[config.mk]
export PLATFORM = sky130hd
export DESIGN_NAME = move_check_dispatcher
export DESIGN_NICKNAME = d
export VERILOG_FILES = /design/src/rtl/move_check_dispatcher.sv
export SDC_FILE = /design/constraint.sdc
export NUM_CORES = 1
export LEC_CHECK = 0
export ABC_AREA = 1
export BUFFER_PORTS_ARGS = -buffer_cell sky130_fd_sc_hd__buf_2
export CAP_MARGIN = 20
export CORE_MARGIN = 2
export CORE_UTILIZATION = 46
export CTS_BUF_LIST = sky130_fd_sc_hd__clkbuf_8
export DETAILED_ROUTE_END_ITERATION = 10
export PLACE_DENSITY = 0.77
export RECOVER_POWER = 25
export REMOVE_ABC_BUFFERS = 1
export SLEW_MARGIN = 20
export SYNTH_ARGS = -nofsm -noshare
export SYNTH_HDL_FRONTEND = slang
export SYNTH_SLANG_ARGS = --single-unit
[constraint.sdc]
create_clock -name clk -period 4.4 [get_ports clk]
set_input_delay 0.66 -clock clk [delete_from_list [all_inputs] [get_ports clk]]
set_output_delay 0.66 -clock clk [all_outputs]
set_load 0.01 [all_outputs]
[src/rtl/move_check_dispatcher.sv]
// rtl/move_check_dispatcher.sv - move request pre-screen and piece-checker dispatch/collect
// Optional TURN_CHECK_EN: reject a move whose source colour differs from side_to_move.
module move_check_dispatcher #(
  parameter int SETTLE_CYCLES  = 3,
  parameter int TIMEOUT_CYCLES = 16
) (
  input  logic         clk,
  input  logic         reset_n,
  input  logic         i_req_valid,
  output logic         o_req_ready,
  input  logic [2:0]   i_old_x,
  input  logic [2:0]   i_old_y,
  input  logic [2:0]   i_new_x,
  input  logic [2:0]   i_new_y,
  input  logic [255:0] i_board_in,
  input  logic         i_side_to_move,
  output logic [2:0]   o_chk_old_x,
  output logic [2:0]   o_chk_old_y,
  output logic [2:0]   o_chk_new_x,
  output logic [2:0]   o_chk_new_y,
  output logic [2:0]   o_chk_h_delta,
  output logic [2:0]   o_chk_v_delta,
  output logic [3:0]   o_chk_piece_type,
  output logic [5:0]   o_chk_sel,
  output logic         o_chk_start,
  input  logic [5:0]   i_chk_valid_move,
  input  logic [5:0]   i_chk_valid_output,
  output logic         o_rsp_valid,
  input  logic         i_rsp_ready,
  output logic         o_rsp_legal,
  output logic [2:0]   o_rsp_err
);

  localparam int TW = $clog2(TIMEOUT_CYCLES + 1);

  localparam logic [2:0] S_IDLE     = 3'd0;
  localparam logic [2:0] S_PRECHECK = 3'd1;
  localparam logic [2:0] S_DISPATCH = 3'd2;
  localparam logic [2:0] S_WAIT     = 3'd3;
  localparam logic [2:0] S_RESPOND  = 3'd4;

  localparam logic [2:0] ERR_OK         = 3'd0;
  localparam logic [2:0] ERR_SRC_EMPTY  = 3'd1;
  localparam logic [2:0] ERR_NULL_MOVE  = 3'd2;
  localparam logic [2:0] ERR_FRIENDLY   = 3'd3;
  localparam logic [2:0] ERR_TIMEOUT    = 3'd4;
  localparam logic [2:0] ERR_WRONG_TURN = 3'd5;
  localparam logic [2:0] ERR_BAD_PIECE  = 3'd6;

  logic [2:0]    r_state;
  logic [TW-1:0] r_timer;
  logic          r_req_ready;
  logic [2:0]    r_old_x, r_old_y, r_new_x, r_new_y;
  logic [2:0]    r_h_delta, r_v_delta;
  logic [3:0]    r_piece;
  logic [5:0]    r_chk_sel;
  logic          r_chk_start;
  logic          r_rsp_valid;
  logic          r_rsp_legal;
  logic [2:0]    r_rsp_err;

  logic [3:0] w_src, w_dst;
  logic       w_src_black, w_dst_black;
  logic [2:0] w_class;
  logic [2:0] w_pre_err;
  logic [2:0] w_h_delta, w_v_delta;
  logic       w_sel_hit, w_sel_legal;

  // board_in is read live; the requester keeps it stable for the whole transaction
  assign w_src       = i_board_in[{r_old_y, r_old_x, 2'b00} +: 4];
  assign w_dst       = i_board_in[{r_new_y, r_new_x, 2'b00} +: 4];
  assign w_src_black = (w_src >= 4'd6);
  assign w_dst_black = (w_dst >= 4'd6);
  assign w_class     = w_src_black ? 3'(w_src - 4'd6) : w_src[2:0];
  assign w_h_delta   = (r_new_x >= r_old_x) ? (r_new_x - r_old_x) : (r_old_x - r_new_x);
  assign w_v_delta   = (r_new_y >= r_old_y) ? (r_new_y - r_old_y) : (r_old_y - r_new_y);
  assign w_sel_hit   = |(i_chk_valid_output & r_chk_sel);
  assign w_sel_legal = |(i_chk_valid_move & r_chk_sel);

`ifndef TURN_CHECK_EN
  logic w_unused_side;
  assign w_unused_side = i_side_to_move;
`endif

  always_comb begin
    w_pre_err = ERR_OK;
    if (w_src == 4'd15)
      w_pre_err = ERR_SRC_EMPTY;
    else if (w_src >= 4'd12)
      w_pre_err = ERR_BAD_PIECE;
`ifdef TURN_CHECK_EN
    else if (w_src_black != i_side_to_move)
      w_pre_err = ERR_WRONG_TURN;
`endif
    else if (r_old_x == r_new_x && r_old_y == r_new_y)
      w_pre_err = ERR_NULL_MOVE;
    else if (w_dst != 4'd15 && w_dst_black == w_src_black)
      w_pre_err = ERR_FRIENDLY;
  end

  always_ff @(posedge clk or negedge reset_n) begin
    if (!reset_n) begin
      r_state     <= S_IDLE;
      r_timer     <= '0;
      r_req_ready <= 1'b1;
      r_old_x     <= '0;
      r_old_y     <= '0;
      r_new_x     <= '0;
      r_new_y     <= '0;
      r_h_delta   <= '0;
      r_v_delta   <= '0;
      r_piece     <= '0;
      r_chk_sel   <= '0;
      r_chk_start <= 1'b0;
      r_rsp_valid <= 1'b0;
      r_rsp_legal <= 1'b0;
      r_rsp_err   <= ERR_OK;
    end else begin
      r_chk_start <= 1'b0;
      case (r_state)
        S_IDLE: begin
          if (i_req_valid && r_req_ready) begin
            r_old_x     <= i_old_x;
            r_old_y     <= i_old_y;
            r_new_x     <= i_new_x;
            r_new_y     <= i_new_y;
            r_req_ready <= 1'b0;
            r_state     <= S_PRECHECK;
          end
        end
        S_PRECHECK: begin
          r_h_delta <= w_h_delta;
          r_v_delta <= w_v_delta;
          r_piece   <= w_src;
          if (w_pre_err != ERR_OK) begin
            r_rsp_err   <= w_pre_err;
            r_rsp_legal <= 1'b0;
            r_rsp_valid <= 1'b1;
            r_state     <= S_RESPOND;
          end else begin
            r_chk_sel   <= 6'd1 << w_class;
            r_chk_start <= 1'b1;
            r_state     <= S_DISPATCH;
          end
        end
        S_DISPATCH: begin
          r_timer <= '0;
          r_state <= S_WAIT;
        end
        S_WAIT: begin
          // A result on the timeout cycle still wins over the timeout
          if (r_timer >= TW'(SETTLE_CYCLES) && w_sel_hit) begin
            r_rsp_legal <= w_sel_legal;
            r_rsp_err   <= ERR_OK;
            r_rsp_valid <= 1'b1;
            r_state     <= S_RESPOND;
          end else if (r_timer == TW'(TIMEOUT_CYCLES)) begin
            r_rsp_legal <= 1'b0;
            r_rsp_err   <= ERR_TIMEOUT;
            r_rsp_valid <= 1'b1;
            r_state     <= S_RESPOND;
          end else begin
            r_timer <= r_timer + 1'b1;
          end
        end
        S_RESPOND: begin
          if (i_rsp_ready) begin
            r_rsp_valid <= 1'b0;
            r_chk_sel   <= '0;
            r_req_ready <= 1'b1;
            r_state     <= S_IDLE;
          end
        end
        default: r_state <= S_IDLE;
      endcase
    end
  end

  assign o_req_ready      = r_req_ready;
  assign o_chk_old_x      = r_old_x;
  assign o_chk_old_y      = r_old_y;
  assign o_chk_new_x      = r_new_x;
  assign o_chk_new_y      = r_new_y;
  assign o_chk_h_delta    = r_h_delta;
  assign o_chk_v_delta    = r_v_delta;
  assign o_chk_piece_type = r_piece;
  assign o_chk_sel        = r_chk_sel;
  assign o_chk_start      = r_chk_start;
  assign o_rsp_valid      = r_rsp_valid;
  assign o_rsp_legal      = r_rsp_legal;
  assign o_rsp_err        = r_rsp_err;

endmodule
==> metrics, run 1 <==
outcome=finished with violations; violated checks=capacitance limit, slew limit; kind of end point of the critical path=flip-flop; highest clock frequency the design can meet=303 MHz; area of the mapped netlist=7700 sq um; Remaining Overflow, GRT=0; initial standard-cell utilization of the core=0.468; synthesis-stage register bit count=43; cell count after synthesis=1,505; DR iter-0 viols=1,216; vias in the first global route=9,960; power density over the cells=684 nW/um^2; CTS max path bufs=2; Cell variety after synth=37; primary flip-flop cell chosen by synthesis mapping=dfrtp_1; post-synthesis sequential area ratio=0.140; number of search-and-repair iterations in the first detailed-routing pass=5; FF-to-FF setup slack=between 1000 and 1500 ps; Die Outline Area=17,800 sq um; number of cell rows=47; critical path start-end classification=flip-flop to flip-flop; slew at the pin with the worst max-slew slack=2290 ps; Max Fanout on Critical Path=53; arrival time of data at the critical path endpoint=3500 ps; Total Wirelength=31,400 um; Tot GR Track Use=0.338; number of antenna violations at the first check in global routing=14; RSZ-0062 raised after global routing=false; Ports=320; number of pins with negative max-slew slack in the final report=44; antenna-violating nets left=0; share of final-layout standard cells stronger than drive strength 1=0.216; number of enable-type register cells in the synthesized netlist=0; data required time at the worst endpoint=~4600 ps; core region area=around 16,000 sq um; sum of internal, switching and leakage power=6.35 mW; DRC violations left=0; vias=around 11,000; vertical extent of the die=133 um; worst min-delay path class=flip-flop to flip-flop; global-route wire length before repair=49,100 um; post-DR vias/cell=5.52; clock slew at reported path FFs=around 80 ps; die width=133 um; Area contributors post-synth=nand2_1 34%, nand3_1 25%, dfrtp_1 14%; static power due to leakage=about 5.4 nW; crit share post-route=0.751; most common cell in the synthesized netlist=nand2_1; number of gates resized after cts=0; Placer Congestion=0.904; clock latency on the worst-skew pair=310 ps; H-tree level count=2; sequential cell area=approximately 1100 sq um; final critical path time including I/O delays and setup=3300 ps; Max Clock Skew=9.33 ps; number of clock sinks seen by CTS=43; Avg Synthesized Cell Area=just over 5 sq um; Filler cells=1,702; Final Net Count=2,044; count of input and output buffers=318; worst slew margin relative to its limit=-0.523; synth cell count leaders=700 x nand2_1, 381 x nand3_1, 94 x inv_1, 53 x nor2_1, 49 x buf_2; Clock Root Buffer=clkbuf_8; maximum number of pins on one net before global-route repair=about 140; Synth async-reset ratio=1.00; worst IR drop on VDD=0.487 mV; max_cap viols=1; dominant cell type by area after synthesis=nand2_1; clock tree from TritonCTS=built; number of buffers inserted during clock tree synthesis=5; Final Hold Viols=0; wire per inst=15.9 um; post-synth top area share=0.341; area of the multi-input gates=between 5000 and 6000 sq um; Final HPWL DP=22,100 um; Final setup viols=0; buffer count from post-CTS setup fixing=0; number of standard cells in the layout, taps in and fillers out=1,979; # placed instances=1,957; Syn-to-layout area delta=20.4%; launching element type of the critical path=flip-flop; Ys Warns=0; cts-stage hold buffer count=0
## cells in the final DEF, fill, tap and decap left out, types with 2 or more instances in the layout
master    count
dfrtp_2       2
a221oi_1      2
a21oi_1      27
nand2_2       9
inv_1        94
nand3_1     381
clkinv_1      2
diode_2      14
o21ai_2       6
buf_2       317
fa_1          4
buf_4        13
dfrtp_4       2
nand4_1       3
nand2_1     700
clkbuf_8      7
and2_1        3
o22a_1        2
nand3_2       4
o21ai_0      17
dfrtp_1      38
a211oi_1      2
nor3b_1       2
nor2_1       53
inv_2         6
xnor2_1       2
buf_12        5
ha_1         11
nor3_1        5
o21ai_1      14
## cells by family (layout without fill, tap and decap cells)
| kind of cell | count (synthesis) | in the layout | synth area share |
|---|---|---|---|
| fa+ha+maj | 15 | 15 | 0.0283 |
| xor+xnor | 2 | 2 | 0.00227 |
| other cells | 0 | 14 | 0 |
| simple gates | 1161 | 1161 | 0.638 |
| buf+inv | 208 | 448 | 0.134 |
| compound gates | 76 | 76 | 0.0577 |
| flops | 43 | 43 | 0.140 |
## worst max-delay path, stage by stage (launching register included)
cell and delay (ps):
dfrtp_4 520, inv_6 330, buf_12 270, nand2_1 90, nand3_1 90, nand3_1 90, nand2_1 110, nand2_1 60
nand3_1 130, nand3_1 90, nand2_1 150, inv_1 100, ha_1 210, nand3_1 80, nand2_1 90, a21oi_2 210
nand2_2 90, nand2_2 60, nand2_2 190, nand2_1 140, o21ai_2 50
## through the flow
step / util / TNS (ps) / setup slack, ps / hold slack [ps] / instance area, sq um
finish: 0.564 / 0 / 1100 / 473 / 9280
global route: 0.562 / 0 / 833 / 494 / 9260
CTS: 0.561 / 0 / 1180 / 474 / 9250
detailed placement: 0.555 / 0 / 1190 / 453 / 9140
global placement: 0.555 / 0 / 1250 / 452 / 9140
floorplan: - / -10800 / -816 / 364 / 7070
## routing by layer
| metal | part of all wire | wire [um] | vias up | track usage |
|---|---|---|---|---|
| met5 | 0.00041 | 13 | - | 0 |
| met2 | 0.46 | 14300 | 677 | 0.561 |
| met1 | 0.38 | 12100 | 4820 | 0.427 |
| li1 | - | - | 5326 | - |
| met3 | 0.11 | 3600 | 103 | 0.0693 |
| met4 | 0.044 | 1390 | 2 | 0.144 |
## area by class of cell
type	instances	area share
Antenna cell	14	0.00378
Tap cell	220	0.0297
Inverter	104	0.0427
Clock buffer	7	0.0104
Timing Repair Buffer	336	0.193
Clock inverter	1	0.000809
Sequential cell	43	0.117
Multi-Input combinational cell	1254	0.603
## flip-flops by register name (all words and copies together), names as in the netlist
signal	count
o_chk_new_y	3
o_chk_v_delta	3
o_chk_h_delta	3
o_chk_start	1
o_req_ready	1
o_chk_old_y	3
o_chk_new_x	3
o_chk_sel	6
o_rsp_legal	1
o_chk_piece_type	4
r_state	3
o_chk_old_x	3
r_timer	5
o_rsp_valid	1
o_rsp_err	3
## path summary, 6_finish.rpt
check                           depth (start not counted)                      endpoint                        from
max in group asynchronous                               1    o_chk_new_x[0]$_DFFE_PN0P_                     reset_n
min in group asynchronous                               1  o_chk_h_delta[1]$_DFFE_PN0N_                     reset_n
worst min register to register                          2       o_rsp_legal$_DFFE_PN0P_     o_rsp_legal$_DFFE_PN0P_
worst min-delay path                                    2       o_rsp_legal$_DFFE_PN0P_     o_rsp_legal$_DFFE_PN0P_
worst max register to register                         20      o_chk_sel[0]$_DFFE_PN0P_  o_chk_old_x[0]$_DFFE_PN0P_
worst max-delay path                                   20      o_chk_sel[0]$_DFFE_PN0P_  o_chk_old_x[0]$_DFFE_PN0P_
## where the power goes
part	switching (mW)	internal [mW]
Clock	0.137	0.143
Combinational	3.54	1.74
Sequential	0.228	0.567
No activity file was read; power rests on OpenSTA's default activity.
==> run 2, diff against run 1 <==
PLACE_DENSITY = 0.8   (was 0.77)
clock period = 2.72 ns   (was 4.4 ns; I/O delays follow)
==> run 2 against run 1 <==
Net effect: count of clock-buffer cells in the layout down 2; worst setup slack lost 1100 ps; the flow finishes with violations (setup timing); largest power group unchanged; global-route usage increased by 1.8 points.
==> metrics, run 2 (synthesis results as in run 1) <==
arrival time of data at the critical path endpoint=2940 ps (was 3500 ps); post-route cell area=10,400 sq um (was 9280 sq um); Die Outline Area=17,800 sq um (unchanged); outcome=finished with violations (unchanged); Max Fanout on Critical Path=6 (was 53); number of antenna violations at the first check in global routing=8 (was 14); Tot GR Track Use=0.356 (was 0.338); crit share post-route=1.01 (was 0.751); antenna-violating nets left=0 (unchanged); hold path start=i_old_y[1] (was o_rsp_legal$_DFFE_PN0P_); Final HPWL DP=24,200 um (was 22,100 um); Hold Crit Endpoint=o_chk_old_y[1]$_DFFE_PN0P_ (was o_rsp_legal$_DFFE_PN0P_); violated checks=setup timing (was capacitance limit, slew limit); initial standard-cell utilization of the core=0.468 (unchanged); Syn-to-layout area delta=34.5% (was 20.4%); final critical path time including I/O delays and setup=2740 ps (was 3300 ps); number of search-and-repair iterations in the first detailed-routing pass=7 (was 5); static power due to leakage=5.86 nW (was 5.35 nW); R2R Path End=o_chk_sel[2]$_DFFE_PN0P_ (was o_chk_sel[0]$_DFFE_PN0P_); placed standard-cell area=9590 sq um (was 9140 sq um); die width=133 um (unchanged); number of pins with negative max-slew slack in the final report=0 (was 44); setup ws final=-15.4 ps (was 1100 ps); setup total negative slack=-39.0 ps (was 0 ps); global-route wire length before repair=52,000 um (was 49,100 um); Final Hold Viols=0 (unchanged); H-tree level count=2 (unchanged); kind of end point of the critical path=flip-flop (unchanged); Max Clock Skew=3.97 ps (was 9.33 ps); max FFs per register=6 (unchanged); vias=11,500 (was 10,900); share of final-layout standard cells stronger than drive strength 1=0.262 (was 0.216); R2R cell count=22 (was 20); power density over the cells=1210 nW/um^2 (was 684 nW/um^2); CTS max path bufs=2 (unchanged); max_cap viols=0 (was 1); Ports=320 (unchanged); Remaining Overflow, GRT=0 (unchanged); critical path start-end classification=flip-flop to flip-flop (unchanged); Hold Path Stages=3 (was 2); highest clock frequency the design can meet=366 MHz (was 303 MHz); FF-to-FF setup slack=-20 ps (was 1100 ps); core region area=16,500 sq um (unchanged); number of buffers inserted during clock tree synthesis=5 (unchanged); count of input and output buffers=318 (unchanged); area of the multi-input gates=5840 sq um (was 5590 sq um); DRC violations left=0 (unchanged); worst IR drop on VDD=0.657 mV (was 0.487 mV); post-DR vias/cell=5.67 (was 5.52); slew at the pin with the worst max-slew slack=1390 ps (was 2290 ps); number of cell rows=47 (unchanged); worst slew margin relative to its limit=0.0752 (was -0.523); clock tree from TritonCTS=built (unchanged); Filler cells=1,581 (was 1,702); Final setup viols=4 (was 0); data required time at the worst endpoint=2920 ps (was 4600 ps); sequential cell area=1090 sq um (unchanged); maximum number of pins on one net before global-route repair=77 (was 136); worst min-delay path class=primary input to flip-flop (was flip-flop to flip-flop); Clock Root Buffer=clkbuf_8 (unchanged); Worst R2R Start=o_chk_old_x[0]$_DFFE_PN0P_ (unchanged); wire per inst=17.2 um (was 15.9 um); Total Wirelength=35,000 um (was 31,400 um); vertical extent of the die=133 um (unchanged); number of clock sinks seen by CTS=43 (unchanged); clock slew at reported path FFs=80 ps (about the same); number of standard cells in the layout, taps in and fillers out=2,030 (was 1,979); most common cell after layout, fill and taps aside=nand2_1 (unchanged); vias in the first global route=10,400 (was 9,960); # placed instances=1,995 (was 1,957); Placer Congestion=0.926 (was 0.904); highest-count cells in the layout ignoring fill and taps=690 x nand2_1, 361 x nand3_1, 317 x buf_2, 93 x inv_1, 52 x nor2_1 (was 700 x nand2_1, 381 x nand3_1, 317 x buf_2, 94 x inv_1, 53 x nor2_1); DR iter-0 viols=1,470 (was 1,216); Final Net Count=2,102 (was 2,044); cts-stage hold buffer count=0 (unchanged); launching element type of the critical path=flip-flop (unchanged); clock latency on the worst-skew pair=300 ps (was 310 ps)
[run 2: cell count changes in the layout (fill, tap and decap cells not counted), sizes merged]
cell	delta
nand2	+1
clkinv	+2
buf	+44
diode	-7
clkbuf	+10
inv	+1
[run 2: through the flow]
stage | setup WS (ps) | hold WS (ps) | power (mW) | util
finish | -15.4 | 388 | 12.5 | 0.630
detailed placement | -106 | 432 | 10.3 | 0.582
global placement | -34.7 | 434 | 10.2 | 0.582
global route | -82.8 | 378 | 13.5 | 0.630
CTS | 3.91 | 114 | 10.9 | 0.591
floorplan | -2500 | 112 | 7.04 | -
[run 2: what timing repair did]
| action | CTS | global route |
|---|---|---|
| pin swaps | 1 | 17 |
| resized for setup | 5 | 77 |
| setup buffers | 0 | 7 |
| cloned | 1 | 13 |
| setup endpoints to repair | 9 | 14 |
[run 2: worst max-delay path, cell delays in order, from the launching register on]
cell,delay (ps)
dfrtp_4,510
buf_6,150
clkinv_8,80
buf_12,120
buf_4,120
nand2_1,70
nand3_2,60
nand3_2,60
nand2_2,100
nand2_1,80
nand3_2,100
nand3_4,100
nand2_4,110
buf_4,130
nand2_2,100
nand2_4,100
nand2_2,80
nand3_4,90
nand2_2,100
nand2_4,130
nand2_8,90
nand2_2,110
o21ai_2,50
[run 2: worst max-delay path by stage]
stage / from / endpoint / slack [ps] / depth (start not counted)
2_1_floorplan: o_chk_new_x[0]$_DFFE_PN0P_ / o_chk_sel[0]$_DFFE_PN0P_ / -2500 / 19
3_3_place_gp: o_chk_old_x[0]$_DFFE_PN0P_ / o_chk_sel[5]$_DFFE_PN0P_ / -30 / 20
3_5_place_dp: o_chk_old_x[0]$_DFFE_PN0P_ / o_chk_sel[0]$_DFFE_PN0P_ / -110 / 20
4_1_cts: o_chk_old_x[0]$_DFFE_PN0P_ / o_chk_sel[0]$_DFFE_PN0P_ / 4 / 20
5_1_grt: o_chk_old_x[0]$_DFFE_PN0P_ / o_chk_sel[5]$_DFFE_PN0P_ / -80 / 19
6_report: o_chk_old_x[0]$_DFFE_PN0P_ / o_chk_sel[2]$_DFFE_PN0P_ / -20 / 22
[run 2: area by class of cell]
type | count | share of cell area
multi-input cells | 1255 | 0.563
repair buffers | 392 | 0.254
flip-flops and latches | 43 | 0.105
inverters | 104 | 0.0398
well taps | 220 | 0.0266
clock buffers | 5 | 0.00664
diodes | 7 | 0.00169
clock inverters | 3 | 0.00157
repair inverters | 1 | 0.00157
[run 2: metal layers]
| metal | wire [um] | track usage | share of wire | vias to the layer above |
|---|---|---|---|---|
| li1 | - | - | - | 5438 |
| met1 | 13200 | 0.463 | 0.38 | 5033 |
| met2 | 15800 | 0.587 | 0.45 | 867 |
| met3 | 4170 | 0.0578 | 0.12 | 163 |
| met4 | 1760 | 0.150 | 0.050 | 2 |
| met5 | 13 | 0 | 0.00037 | - |
[run 2: power breakdown]
group / switching, mW / internal (mW) / total [mW] / leakage [nW]
Clock: 0.232 / 0.176 / 0.408 / 0.0454
Sequential: 0.277 / 0.919 / 1.20 / 0.522
Combinational: 6.78 / 4.15 / 10.9 / 5.29
Total: 7.29 / 5.25 / 12.5 / 5.86
